<file path="config.mk">
export PLATFORM = sky130hd
export DESIGN_NAME = max_stream_sched_flat
export DESIGN_NICKNAME = d
export VERILOG_FILES = /design/src/rtl/max_stream_sched_if.sv /design/src/rtl/max_stream_sched.sv /design/src/flat_wrapper.sv
export SDC_FILE = /design/constraint.sdc
export NUM_CORES = 1
export LEC_CHECK = 0
export BUFFER_PORTS_ARGS = -buffer_cell sky130_fd_sc_hd__buf_2
export CORE_MARGIN = 2
export CORE_UTILIZATION = 35
export DETAILED_ROUTE_END_ITERATION = 16
export PLACE_DENSITY_LB_ADDON = 0.2
export SLEW_MARGIN = 20
export SYNTH_ARGS = -nofsm -noshare
export SYNTH_HDL_FRONTEND = slang
export SYNTH_SLANG_ARGS = --single-unit
</file>
<file path="constraint.sdc">
create_clock -name clk -period 2.4 [get_ports clk]
set_clock_uncertainty 0.05 [all_clocks]
set_input_delay 0.12 -clock clk [delete_from_list [all_inputs] [get_ports clk]]
set_output_delay 0.12 -clock clk [all_outputs]
set_load 0.02 [all_outputs]
</file>
<file path="src/rtl/max_stream_sched_if.sv">
// Handshake bundle for the max stream scheduler:
// frame control, operand input and result output.
interface max_stream_sched_if #(
    parameter int WIDTH = 8,
    parameter int COUNT = 4
);
    localparam int IDXW = $clog2(COUNT);

    logic             start;
    logic             abort;
    logic             in_valid;
    logic             in_ready;
    logic [WIDTH-1:0] in_data;
    logic             out_valid;
    logic             out_ready;
    logic [WIDTH-1:0] out_max;
    logic [IDXW-1:0]  out_idx;
    logic             busy;

    modport master (
        output start,
        output abort,
        output in_valid,
        output in_data,
        output out_ready,
        input  in_ready,
        input  out_valid,
        input  out_max,
        input  out_idx,
        input  busy
    );

    modport slave (
        input  start,
        input  abort,
        input  in_valid,
        input  in_data,
        input  out_ready,
        output in_ready,
        output out_valid,
        output out_max,
        output out_idx,
        output busy
    );
endinterface

</file>
<file path="src/rtl/max_stream_sched.sv">
// Frame max scheduler: one unsigned comparator reused
// across COUNT operands, returning max and first index.
module max_stream_sched #(
    parameter int WIDTH = 8,
    parameter int COUNT = 4
) (
    input logic               clk,
    input logic               rst_n,
    max_stream_sched_if.slave io
);
    localparam int IDXW = $clog2(COUNT);

    typedef enum logic [1:0] {
        IDLE = 2'd0,
        LOAD = 2'd1,
        DONE = 2'd2
    } state_t;

    state_t           state_q, state_d;
    logic [IDXW-1:0]  cnt_q, cnt_d;
    logic [IDXW-1:0]  best_idx_q, best_idx_d;
    logic [IDXW-1:0]  out_idx_q, out_idx_d;
    logic [WIDTH-1:0] best_q, best_d;
    logic [WIDTH-1:0] out_max_q, out_max_d;
    logic             take;
    logic             last;

    // First beat always seeds; later beats need a strict win
    assign take = (cnt_q == '0) || (io.in_data > best_q);
    assign last = (cnt_q == IDXW'(COUNT - 1));

    always_comb begin
        state_d    = state_q;
        cnt_d      = cnt_q;
        best_d     = best_q;
        best_idx_d = best_idx_q;
        out_max_d  = out_max_q;
        out_idx_d  = out_idx_q;
        if (io.abort) begin
            state_d = IDLE;
            cnt_d   = '0;
        end else begin
            unique case (state_q)
                IDLE: begin
                    if (io.start) begin
                        state_d = LOAD;
                        cnt_d   = '0;
                    end
                end
                LOAD: begin
                    if (io.in_valid) begin
                        if (take) begin
                            best_d     = io.in_data;
                            best_idx_d = cnt_q;
                        end
                        cnt_d = cnt_q + IDXW'(1);
                        if (last) begin
                            state_d   = DONE;
                            out_max_d = best_d;
                            out_idx_d = best_idx_d;
                        end
                    end
                end
                DONE: begin
                    if (io.out_ready) begin
                        state_d = IDLE;
                    end
                end
                default: state_d = IDLE;
            endcase
        end
    end

    always_ff @(posedge clk or negedge rst_n) begin
        if (!rst_n) begin
            state_q    <= IDLE;
            cnt_q      <= '0;
            best_q     <= '0;
            best_idx_q <= '0;
            out_max_q  <= '0;
            out_idx_q  <= '0;
        end else begin
            state_q    <= state_d;
            cnt_q      <= cnt_d;
            best_q     <= best_d;
            best_idx_q <= best_idx_d;
            out_max_q  <= out_max_d;
            out_idx_q  <= out_idx_d;
        end
    end

    assign io.in_ready  = (state_q == LOAD);
    assign io.out_valid = (state_q == DONE);
    assign io.busy      = (state_q != IDLE);
    assign io.out_max   = out_max_q;
    assign io.out_idx   = out_idx_q;
endmodule

</file>
<file path="src/flat_wrapper.sv">
// flat-port wrapper written by rule: the top's interface ports become plain ports
module max_stream_sched_flat 
#(
    parameter int WIDTH = 8,
    parameter int COUNT = 4
)
  (clk, rst_n, io_start, io_abort, io_in_valid, io_in_data, io_out_ready, io_in_ready, io_out_valid, io_out_max, io_out_idx, io_busy);
  max_stream_sched_if #(.WIDTH(WIDTH), .COUNT(COUNT)) io_i ();
  input logic clk;
  input logic rst_n;
  input wire logic [$bits(io_i.start)-1:0] io_start;
  input wire logic [$bits(io_i.abort)-1:0] io_abort;
  input wire logic [$bits(io_i.in_valid)-1:0] io_in_valid;
  input wire logic [$bits(io_i.in_data)-1:0] io_in_data;
  input wire logic [$bits(io_i.out_ready)-1:0] io_out_ready;
  output wire logic [$bits(io_i.in_ready)-1:0] io_in_ready;
  output wire logic [$bits(io_i.out_valid)-1:0] io_out_valid;
  output wire logic [$bits(io_i.out_max)-1:0] io_out_max;
  output wire logic [$bits(io_i.out_idx)-1:0] io_out_idx;
  output wire logic [$bits(io_i.busy)-1:0] io_busy;
  assign io_i.start = io_start;
  assign io_i.abort = io_abort;
  assign io_i.in_valid = io_in_valid;
  assign io_i.in_data = io_in_data;
  assign io_i.out_ready = io_out_ready;
  assign io_in_ready = io_i.in_ready;
  assign io_out_valid = io_i.out_valid;
  assign io_out_max = io_i.out_max;
  assign io_out_idx = io_i.out_idx;
  assign io_busy = io_i.busy;
  max_stream_sched #(.WIDTH(WIDTH), .COUNT(COUNT)) u_core (.clk(clk), .rst_n(rst_n), .io(io_i));
endmodule
</file>
# ---- Word-level counts from Yosys, hierarchy flattened
# Index checks and enable logic that the tools add are counted.
dict set report classes {
  n_mux 12
  eq_ne 7
  bitwise 1
  add_sub_neg 1
  reduce_logical 9
  order_cmp 1
}
# cell count
set ops {}
lappend ops {{two-way mux 2 bit} 9}
lappend ops {{inequality test 3 bit (second input constant)} 3}
lappend ops {{greater-than comparator 8 bit} 1}
lappend ops {{two-way mux 8 bit} 1}
lappend ops {{AND reduction 4 bit} 2}
lappend ops {{case mux 2 bit (3 select lines)} 1}
lappend ops {{AND reduction 3 bit} 2}
lappend ops {{equality test 2 bit (second input constant)} 2}
lappend ops {{zero test 2 bit} 2}
lappend ops {{case mux 2 bit (2 select lines)} 1}
lappend ops {{inequality test 3 x 2 -> 1 bit (second input constant)} 1}
lappend ops {{nonzero test 3 bit} 1}
lappend ops {{adder 2 x 1 -> 2 bit (second input constant)} 1}
lappend ops {{equality test 2 x 1 -> 1 bit (second input constant)} 1}
lappend ops {{nonzero test 2 bit} 1}
lappend ops {{logical OR 1 bit} 1}
lappend ops {{NOT 1 bit} 1}
dict set report word_totals {
  elab_cells 37
  input_bits 14
  regBits 24
}

# ---- Longest topological paths before layout
# Gate-level depths: netlist of run 1.
dict set report logic_depth {
  ltp_word 5
  ltp_mapped 8
  depth_no_buf 7
}

# ---- Least setup slack after synthesis of run 1
# Ideal clock, no wire load.
dict set report synth_path {
  path_kind {flip-flop to flip-flop}
  start {register u_core.best_q[7]}
  end {register u_core.best_q[0]}
  slack_ns 0.491
  setup_time_ns 0.125
  path_buffers 0
  period_less_slack_ns 1.909
  arrival_ns 1.734
  path_stages_with_launch 8
  t_required_ns 2.225
  path_cell_list {dfrtp_1 > inv_1 > ha_1 > nand2_1 > o21a_1 > o21a_1 > a21oi_4 > mux2_2}
}
dict set report synth_between {
  elab_chain_cells 3
}
# item line
set synth_lines {}
lappend synth_lines {{start: declaration} max_stream_sched.sv:23} ;# logic [WIDTH-1:0] best_q, best_d;
lappend synth_lines {{start signal: assignment} max_stream_sched.sv:85} ;# best_q <= best_d;
lappend synth_lines {{greater-than comparator 8 bit} max_stream_sched.sv:29} ;# assign take = (cnt_q == '0) || (io.in_data > best_q);
lappend synth_lines {{logical OR 1 bit} max_stream_sched.sv:29}
lappend synth_lines {{two-way mux 8 bit} max_stream_sched.sv:52} ;# if (take) begin
# No other way between the ends.
# A chain may end at the register's enable or synchronous reset.

# ---- Final worst setup path of run 1
dict set report layout_path {
  start {register u_core.best_q[7]}
  end {register u_core.best_q[4]}
}
# The elaborated chain is that of the path after synthesis.

==> results of run 1 <==
==> critical path: stages, from the launching register on <==
cell	delay, ns
dfrtp_1	0.38
inv_1	0.05
ha_1	0.30
nand2_1	0.06
o21a_1	0.20
o21a_1	0.21
a21oi_4	0.35
mux2_2	0.38
==> through the flow <==
| step | hold WS, ns | setup slack, ns |
|---|---|---|
| finish | 0.0165 | 0.317 |
| detailed placement | 0.0893 | 0.303 |
| global placement | 0.0811 | 0.344 |
| CTS | 0.00633 | 0.293 |
| floorplan | -0.226 | 0.491 |
| global route | 0.0282 | 0.164 |
==> timing repair <==
item	4_1_cts	5_1_grt
endpoints found under the hold margin	24	0
hold buffers	1	0
buffers inserted	0	0
==> path summary, 6_finish.rpt <==
path                                       from                   end  slack, ns  depth (start not counted)
max reg2reg                    u_core.best_q[7]      u_core.best_q[4]       0.32                          7
min reg2reg                u_core.best_idx_q[1]  u_core.best_idx_q[1]       0.47                          1
min in group asynchronous                 rst_n  u_core.io.out_idx[0]       0.31                          2
max                            u_core.best_q[7]      u_core.best_q[4]       0.32                          7
min                                 io_in_valid     u_core.state_q[0]       0.02                          2
max in group asynchronous                 rst_n  u_core.io.out_max[0]       1.64                          2
==> sequential cells by signal, indices dropped and copies added, names as in the netlist <==
| register | flops |
|---|---|
| u_core.cnt_q | 2 |
| u_core.best_q | 8 |
| u_core.best_idx_q | 2 |
| u_core.io.out_idx | 2 |
| u_core.state_q | 2 |
| u_core.io.out_max | 8 |
==> cells in the final DEF, fill, tap and decap left out, drive strengths merged <==
| master | count |
|---|---|
| clkbuf | 4 |
| a21oi | 4 |
| ha | 10 |
| nand2 | 3 |
| a22o | 1 |
| o21ai | 14 |
| dfrtp | 24 |
| dlygate4sd3 | 1 |
| nand4 | 2 |
| o21a | 3 |
| o211a | 1 |
| nand3 | 11 |
| nand2b | 1 |
| or2 | 1 |
| inv | 11 |
| nor2 | 14 |
| nor2b | 4 |
| buf | 30 |
| a31oi | 11 |
| a21o | 2 |
| and2 | 1 |
| nor3 | 1 |
| mux2 | 10 |
==> synthesized netlist by cell type, drive strengths merged, types with 3 or more instances <==
library cell,instances
dfrtp,24
nor2,14
o21ai,14
a31oi,11
inv,11
nand3,11
ha,10
mux2,10
a21oi,4
nor2b,4
buf,3
nand2,3
o21a,3
==> layout make-up <==
type / count / area share
clock buffer: 4 / 0.0349
multi-input combinational: 94 / 0.411
tap: 48 / 0.0381
timing repair buffer: 31 / 0.108
inverter: 11 / 0.0262
sequential: 24 / 0.381
==> cell families after synthesis <==
logic type | Yosys count
compound gates | 36
fa+ha+maj | 10
buf+inv | 15
flops | 24
mux | 10
simple gates | 38
==> routing by layer <==
metal | share of wire | wire (µm)
met5 | 0 | 0
met3 | 0.032 | 85
met1 | 0.47 | 1250
met2 | 0.50 | 1330
met4 | 0.0048 | 13
==> report_power, final <==
group	leakage, nW	switching [mW]	internal [mW]	total, mW
Clock	0.0288	0.128	0.146	0.274
Sequential	0.317	0.0308	0.444	0.474
Combinational	0.448	0.116	0.102	0.218
Total	0.793	0.274	0.692	0.966
==> results_dict.tcl, run 1 <==
set metrics [dict create \
    status "completed" \
    post-route-min-period_ns 2.08 \
    crit_arrival_ns 2.19 \
    ant_nets 0 \
    wire_per_inst_um 12.7 \
    finalCritPeriodShare 0.868 \
    routabilityCongestion 0.770 \
    numCtsBuffers 3 \
    grt_antenna_before_repair 0 \
    grt_usage 0.141 \
    overflow 0 \
    start_util 0.360 \
    drc 0 \
    synth_top_area_frac 0.459 \
    synthMuxAreaShare 0.0860 \
    grtUsageMet3 0.0308 \
    drt_iter0_markers 35 \
    nets 189 \
    fillers 368 \
    place_inst 207 \
    start_kind "flip-flop" \
    layout.area.seq_um2 601 \
    avgSynthCellArea_um2 9.84 \
    clockBufferDepth 2 \
    hp-class "in2reg" \
    drt_first_pass_iters 4 \
    io_pins 27 \
    synthAdderAreaFrac 0.0956 \
    yosys_register_bits 24 \
    dieArea_mm2 0.00424 \
    p_per_area_mw_per_mm2 613 \
    rsz0062_at_grt "no" \
    clk-insertion-delay-late_ns 0.26 \
    final_core_util 0.434 \
    syn_nets 157 \
    leakagePower_nw 0.793 \
    multi_input_area_um2 648 \
    busiest_layer "met2" \
    yosys.cell_types.count 25 \
    std_cell_rows 22 \
    clkSinkCount 24 \
    io_buffers 26 \
    relSlewSlack 0.645 \
    synth_warnings 0 \
    drive_gt1_frac 0.287 \
    synth_area_leaders "dfrtp_1 46%, ha_1 9.6%, mux2_2 8.6%" \
    yosys.area_share.simple 0.138 \
    syn_area_mm2 0.00131 \
    ys_seq_area_frac 0.459 \
    vias 1075 \
    die_w_um 65.2 \
    insertedDiodeCount 0 \
    synthXorXnorAreaFrac 0 \
    fmax_ghz 0.480 \
    cts_tree "built" \
    area_growth_pct 20.4 \
    synth_compound_area_frac 0.176 \
    hold_viol 0 \
    grt_pass1_wl_mm 4.70 \
    total_power_uw 966 \
    clock_tree.root_cell "clkbuf_8" \
    clk_pin_slew_ns 0.08 \
    synth_edf_count 0 \
    tightest_slew_ns 0.533 \
    synthArstFlopShare 1.00 \
    maxSlewViolCount 0 \
    synth_top_cell_by_area "dfrtp_1" \
    grt_max_degree 25 \
    synth_top_family_by_area "compound AO/OA/AOI/OAI gates" \
    die_h_um 65.2 \
    grt_pass1_vias 1077 \
    fin_tns_setup_ns 0 \
    h-tree-depth 1 \
    finalNonFillerCells 212 \
    crit_path_max_fanout 10 \
    drt_wl_total_mm 2.69 \
    critPathKind "reg2reg" \
    core_area_mm2 0.00363 \
    endpoint_kind "flip-flop" \
    drv_cap 0 \
    place_area_mm2 0.00151 \
    setup_viol 0 \
    met1_usage 0.172 \
    synth_ff_type "dfrtp_1" \
    gr-usage-met2 0.256 \
    cp.required_ns 2.51 \
    ir_drop_v 0.000372 \
    fin_area_mm2 0.00158 \
    viasPerCell 5.07 \
    synthCells 133 \
    dpl.hpwl_mm 2.04 \
    cts_resized 0 \
]
Note: power is estimated with default switching activity, not from simulation.
==> run 2, diff against run 1 <==
- clock period: 2.4 -> 2.43 ns (I/O delays scaled with it)
==> run 2 against run 1 <==
Effect of this change: design area is the same; critical path depth is the same; die area is the same.
==> results_dict.tcl, run 2 (same netlist as run 1, synthesis figures left out) <==
set metrics [dict create \
    status "completed" \
    area_growth_pct 20.4 \
    dieArea_mm2 0.00424 \
    post-route-min-period_ns 2.09 \
    crit_path_max_fanout 10 \
    multi_input_area_um2 648 \
    h-tree-depth 1 \
    wire_per_inst_um 12.6 \
    fmax_ghz 0.479 \
    grt_pass1_wl_mm 4.62 \
    r2r_cells 7 \
    ir_drop_v 0.000284 \
    finalCritPeriodShare 0.859 \
    r2r-start "u_core.best_q[7]" \
    cts_tree "built" \
    vias 1042 \
    critPathLaunch "u_core.best_q[7]" \
    clkSinkCount 24 \
    drc 0 \
    start_kind "flip-flop" \
    overflow 0 \
    grt_pass1_vias 1031 \
    leakagePower_nw 0.793 \
    crit_arrival_ns 2.19 \
    drive_gt1_frac 0.287 \
    viasPerCell 4.92 \
    grt_usage 0.140 \
    io_buffers 26 \
    clockBufferDepth 2 \
    final_common_cell "buf_2" \
    die_h_um 65.2 \
    hold_viol 0 \
    cts_setup_buffers 0 \
    rsz0062_at_grt "no" \
    core_area_mm2 0.00363 \
    hp-class "in2reg" \
    final_cell_mix "26 x buf_2, 24 x dfrtp_1, 14 x nor2_1" \
    nets 189 \
    layout.area.seq_um2 601 \
    critPathKind "reg2reg" \
    io_pins 27 \
    grt_antenna_before_repair 0 \
    drv_cap 0 \
    clock_tree.root_cell "clkbuf_8" \
    die_w_um 65.2 \
    std_cell_rows 22 \
    numCtsBuffers 3 \
    drt_wl_total_mm 2.66 \
    final_core_util 0.434 \
    min_from "io_in_valid" \
    fillers 365 \
    insertedDiodeCount 0 \
    maxSlewViolCount 0 \
    start_util 0.360 \
    p_per_area_mw_per_mm2 604 \
    ant_nets 0 \
    relSlewSlack 0.553 \
    tightest_slew_ns 0.671 \
    hold_path_depth 2 \
    cp.required_ns 2.53 \
    reg2reg_slack_ns 0.34 \
    fin_tns_setup_ns 0 \
    routabilityCongestion 0.749 \
    endpoint_kind "flip-flop" \
    clk-insertion-delay-late_ns 0.26 \
    dpl.hpwl_mm 2.00 \
    drt_first_pass_iters 4 \
    grt_max_degree 25 \
    setup_viol 0 \
    drt_iter0_markers 14 \
    clk_pin_slew_ns 0.08 \
]
[run 2: routing by layer]
layer	global-route usage	up-vias	wire, µm
li1	-	532	-
met1	0.183	490	1260
met4	0.0469	0	33
met5	0	-	0
met3	0.0154	4	82
met2	0.242	16	1290
[run 2: final timing paths]
check	end
setup / recovery	u_core.best_q[3]
hold / removal	u_core.state_q[0]
setup reg to reg	u_core.best_q[3]
hold reg to reg	u_core.best_idx_q[1]
max in group asynchronous	u_core.io.out_max[4]
min in group asynchronous	u_core.state_q[0]
[run 2: cell type report]
cell class / instances / area share
timing repair buffer: 31 / 0.108
multi-input combinational: 94 / 0.411
tap: 48 / 0.0381
inverter: 11 / 0.0262
clock buffer: 4 / 0.0349
sequential: 24 / 0.381
[run 2: report_power, final]
group / internal, mW / leakage [nW] / switching, mW
Sequential: 0.438 / 0.317 / 0.0317
Clock: 0.145 / 0.0288 / 0.124
Combinational: 0.100 / 0.448 / 0.113
Total: 0.683 / 0.793 / 0.269
[run 2: stage by stage]
step                instances  setup slack (ns)  cell area (µm²)  hold WS [ns]  power [mW]
floorplan                 133             0.521             1310        -0.224       0.622
global placement          207             0.377             1510        0.0848       0.685
detailed placement        207             0.336             1510        0.0952       0.691
CTS                       212             0.316             1580        0.0170       0.965
global route              212             0.172             1580        0.0402        1.03
finish                    212             0.342             1580        0.0213       0.951
[run 2: what timing repair did]
action / 4_1_cts / 5_1_grt
hold buffers: 1 / 0
setup endpoints to repair: 0 / 0
resized for setup: 0 / 0
endpoints found under the hold margin: 24 / 0
[run 2: critical path, stage by stage, from the launching register on]
cell     delay (ns)
dfrtp_1        0.38
inv_1          0.05
ha_1           0.30
nand2_1        0.06
o21a_1         0.20
o21a_1         0.21
a21oi_4        0.34
mux2_2         0.38
==> run 3, diff against run 2 <==
- HOLD_SLACK_MARGIN: default -> 0.06
- RECOVER_POWER: default -> 25
==> run 3 against run 2 <==
Effect of this change: clock-buffer cell count stayed put; design area increased by 0.56%; utilization grew 0.24 points; critical path depth unchanged; fmax hardly changed; sequential power is essentially flat; critical endpoint unchanged; highest routed layer unchanged.
==> results_dict.tcl, run 3 (same netlist as run 1, synthesis figures left out) <==
set metrics [dict create \
    nets 190 \
    endpoint_kind "flip-flop" \
    std_cell_rows 22 \
    finalNonFillerCells 213 \
    r2r_cells 7 \
    hold_ws_ns 0.0701 \
    wire_per_inst_um 12.5 \
    ir_drop_v 0.000284 \
    dpl.hpwl_mm 2.00 \
    cp.required_ns 2.53 \
    r2r-end "u_core.best_q[3]" \
    p_per_area_mw_per_mm2 601 \
    fin_tns_setup_ns 0 \
    vias 1055 \
    rsz0062_at_grt "no" \
    io_buffers 26 \
    dieArea_mm2 0.00424 \
    grt_usage 0.140 \
    p_sw_uw 269 \
    start_kind "flip-flop" \
    critPathKind "reg2reg" \
    clkSinkCount 24 \
    viasPerCell 4.95 \
    clkPwrFrac 0.282 \
    clk_pin_slew_ns 0.08 \
    endpoint "u_core.best_q[3]" \
    p_int_uw 684 \
    ant_nets 0 \
    reg2reg_slack_ns 0.34 \
    start_util 0.360 \
    layout.area.seq_um2 601 \
    drv_cap 0 \
    place_inst 207 \
    cp_slowest_cell "dfrtp_1" \
    maxSlewViolCount 0 \
    grt_pass1_vias 1031 \
    clock_tree.root_cell "clkbuf_8" \
    drive_gt1_frac 0.279 \
    hold_viol 0 \
    grt_max_degree 25 \
    hp-class "in2reg" \
    clk-insertion-delay-late_ns 0.26 \
    final_cell_mix "25 x buf_2, 24 x dfrtp_1, 14 x nor2_1" \
    insertedDiodeCount 0 \
    critPathLaunch "u_core.best_q[7]" \
    core_area_mm2 0.00363 \
    drc 0 \
    clockBufferDepth 2 \
    leakagePower_nw 0.795 \
    fillers 365 \
    setup_viol 0 \
    fmax_ghz 0.479 \
    overflow 0 \
    cts_tree "built" \
    die_w_um 65.2 \
    grt_pass1_wl_mm 4.62 \
    cp_common_cell "o21a_1" \
    numCtsBuffers 3 \
    grt_antenna_before_repair 0 \
    cts_setup_buffers 0 \
    die_h_um 65.2 \
    final_common_cell "buf_2" \
    area_growth_pct 21.0 \
    tightest_slew_ns 1.34 \
    power_frac_comb 0.225 \
    relSlewSlack 0.106 \
    multi_input_area_um2 648 \
    finalCritPeriodShare 0.859 \
    r2r-start "u_core.best_q[7]" \
    status "completed" \
    io_pins 27 \
    drt_first_pass_iters 4 \
    crit_chain "inv_1, ha_1, nand2_1, o21a_1, o21a_1, a21oi_4, mux2_2" \
    post-route-min-period_ns 2.09 \
    h-tree-depth 1 \
    crit_arrival_ns 2.19 \
    p_sw_frac 0.282 \
    seqPwrFrac 0.493 \
    routabilityCongestion 0.749 \
    drt_iter0_markers 15 \
    max_stage_delay_ns 0.38 \
    drt_wl_total_mm 2.67 \
    crit_path_max_fanout 10 \
]
run 3: cell types whose count changed in the layout (fill, tap and decap cells not counted), sizes merged:
cell	before	now
clkbuf	4	5
buf	30	29
dlygate4sd3	1	2
run 3: routing by layer:
layer / GRT usage / share of wire
met1: 0.183 / 0.47
met2: 0.242 / 0.48
met3: 0.0154 / 0.035
met4: 0.0469 / 0.012
met5: 0 / 0
run 3: worst min-delay path by stage:
stage | from | end | depth (start not counted)
after floorplan | rst_n | u_core.best_idx_q[0] | 0
after global placement | rst_n | u_core.io.out_idx[0] | 1
after detailed placement | rst_n | u_core.cnt_q[1] | 1
after CTS | io_in_data[0] | u_core.best_q[0] | 2
after global routing | io_in_data[5] | u_core.best_q[5] | 2
final | io_in_data[7] | u_core.best_q[7] | 2
run 3: final cells by class:
class / instances / area share
repair buffers: 32 / 0.113
multi-input cells: 94 / 0.409
clock buffers: 4 / 0.0348
flip-flops and latches: 24 / 0.379
inverters: 11 / 0.0261
well taps: 48 / 0.0379
run 3: worst max-delay path: cells and delay by family (launching register included):
family                     cells  cell delay (ns)
and+or+nand+nor                1             0.06
DFF                            1             0.38
adders and majority gates      1             0.30
muxes                          1             0.38
AOI/OAI and AO/OA              3             0.75
buffers and inverters          1             0.05
run 3: what timing repair did:
action,4_1_cts,5_1_grt
endpoints found under the hold margin,25,0
gates resized for setup,0,0
hold buffers,2,0
run 3: per-stage QoR:
stage | util | worst slack, ns | instance area, µm² | power, mW
floorplan | - | 0.521 | 1310 | 0.622
global placement | 0.416 | 0.377 | 1510 | 0.685
detailed placement | 0.416 | 0.336 | 1510 | 0.691
CTS | 0.436 | 0.316 | 1590 | 0.966
global route | 0.436 | 0.172 | 1580 | 1.03
finish | 0.436 | 0.342 | 1580 | 0.952
run 3: power groups by stage:
stage | combinational, mW | sequential (mW) | clock, mW
floorplan | 0.152 | 0.470 | 0
global placement | 0.209 | 0.475 | 0
detailed placement | 0.214 | 0.477 | 0
CTS | 0.218 | 0.469 | 0.278
global route | 0.250 | 0.475 | 0.305
finish | 0.214 | 0.470 | 0.269
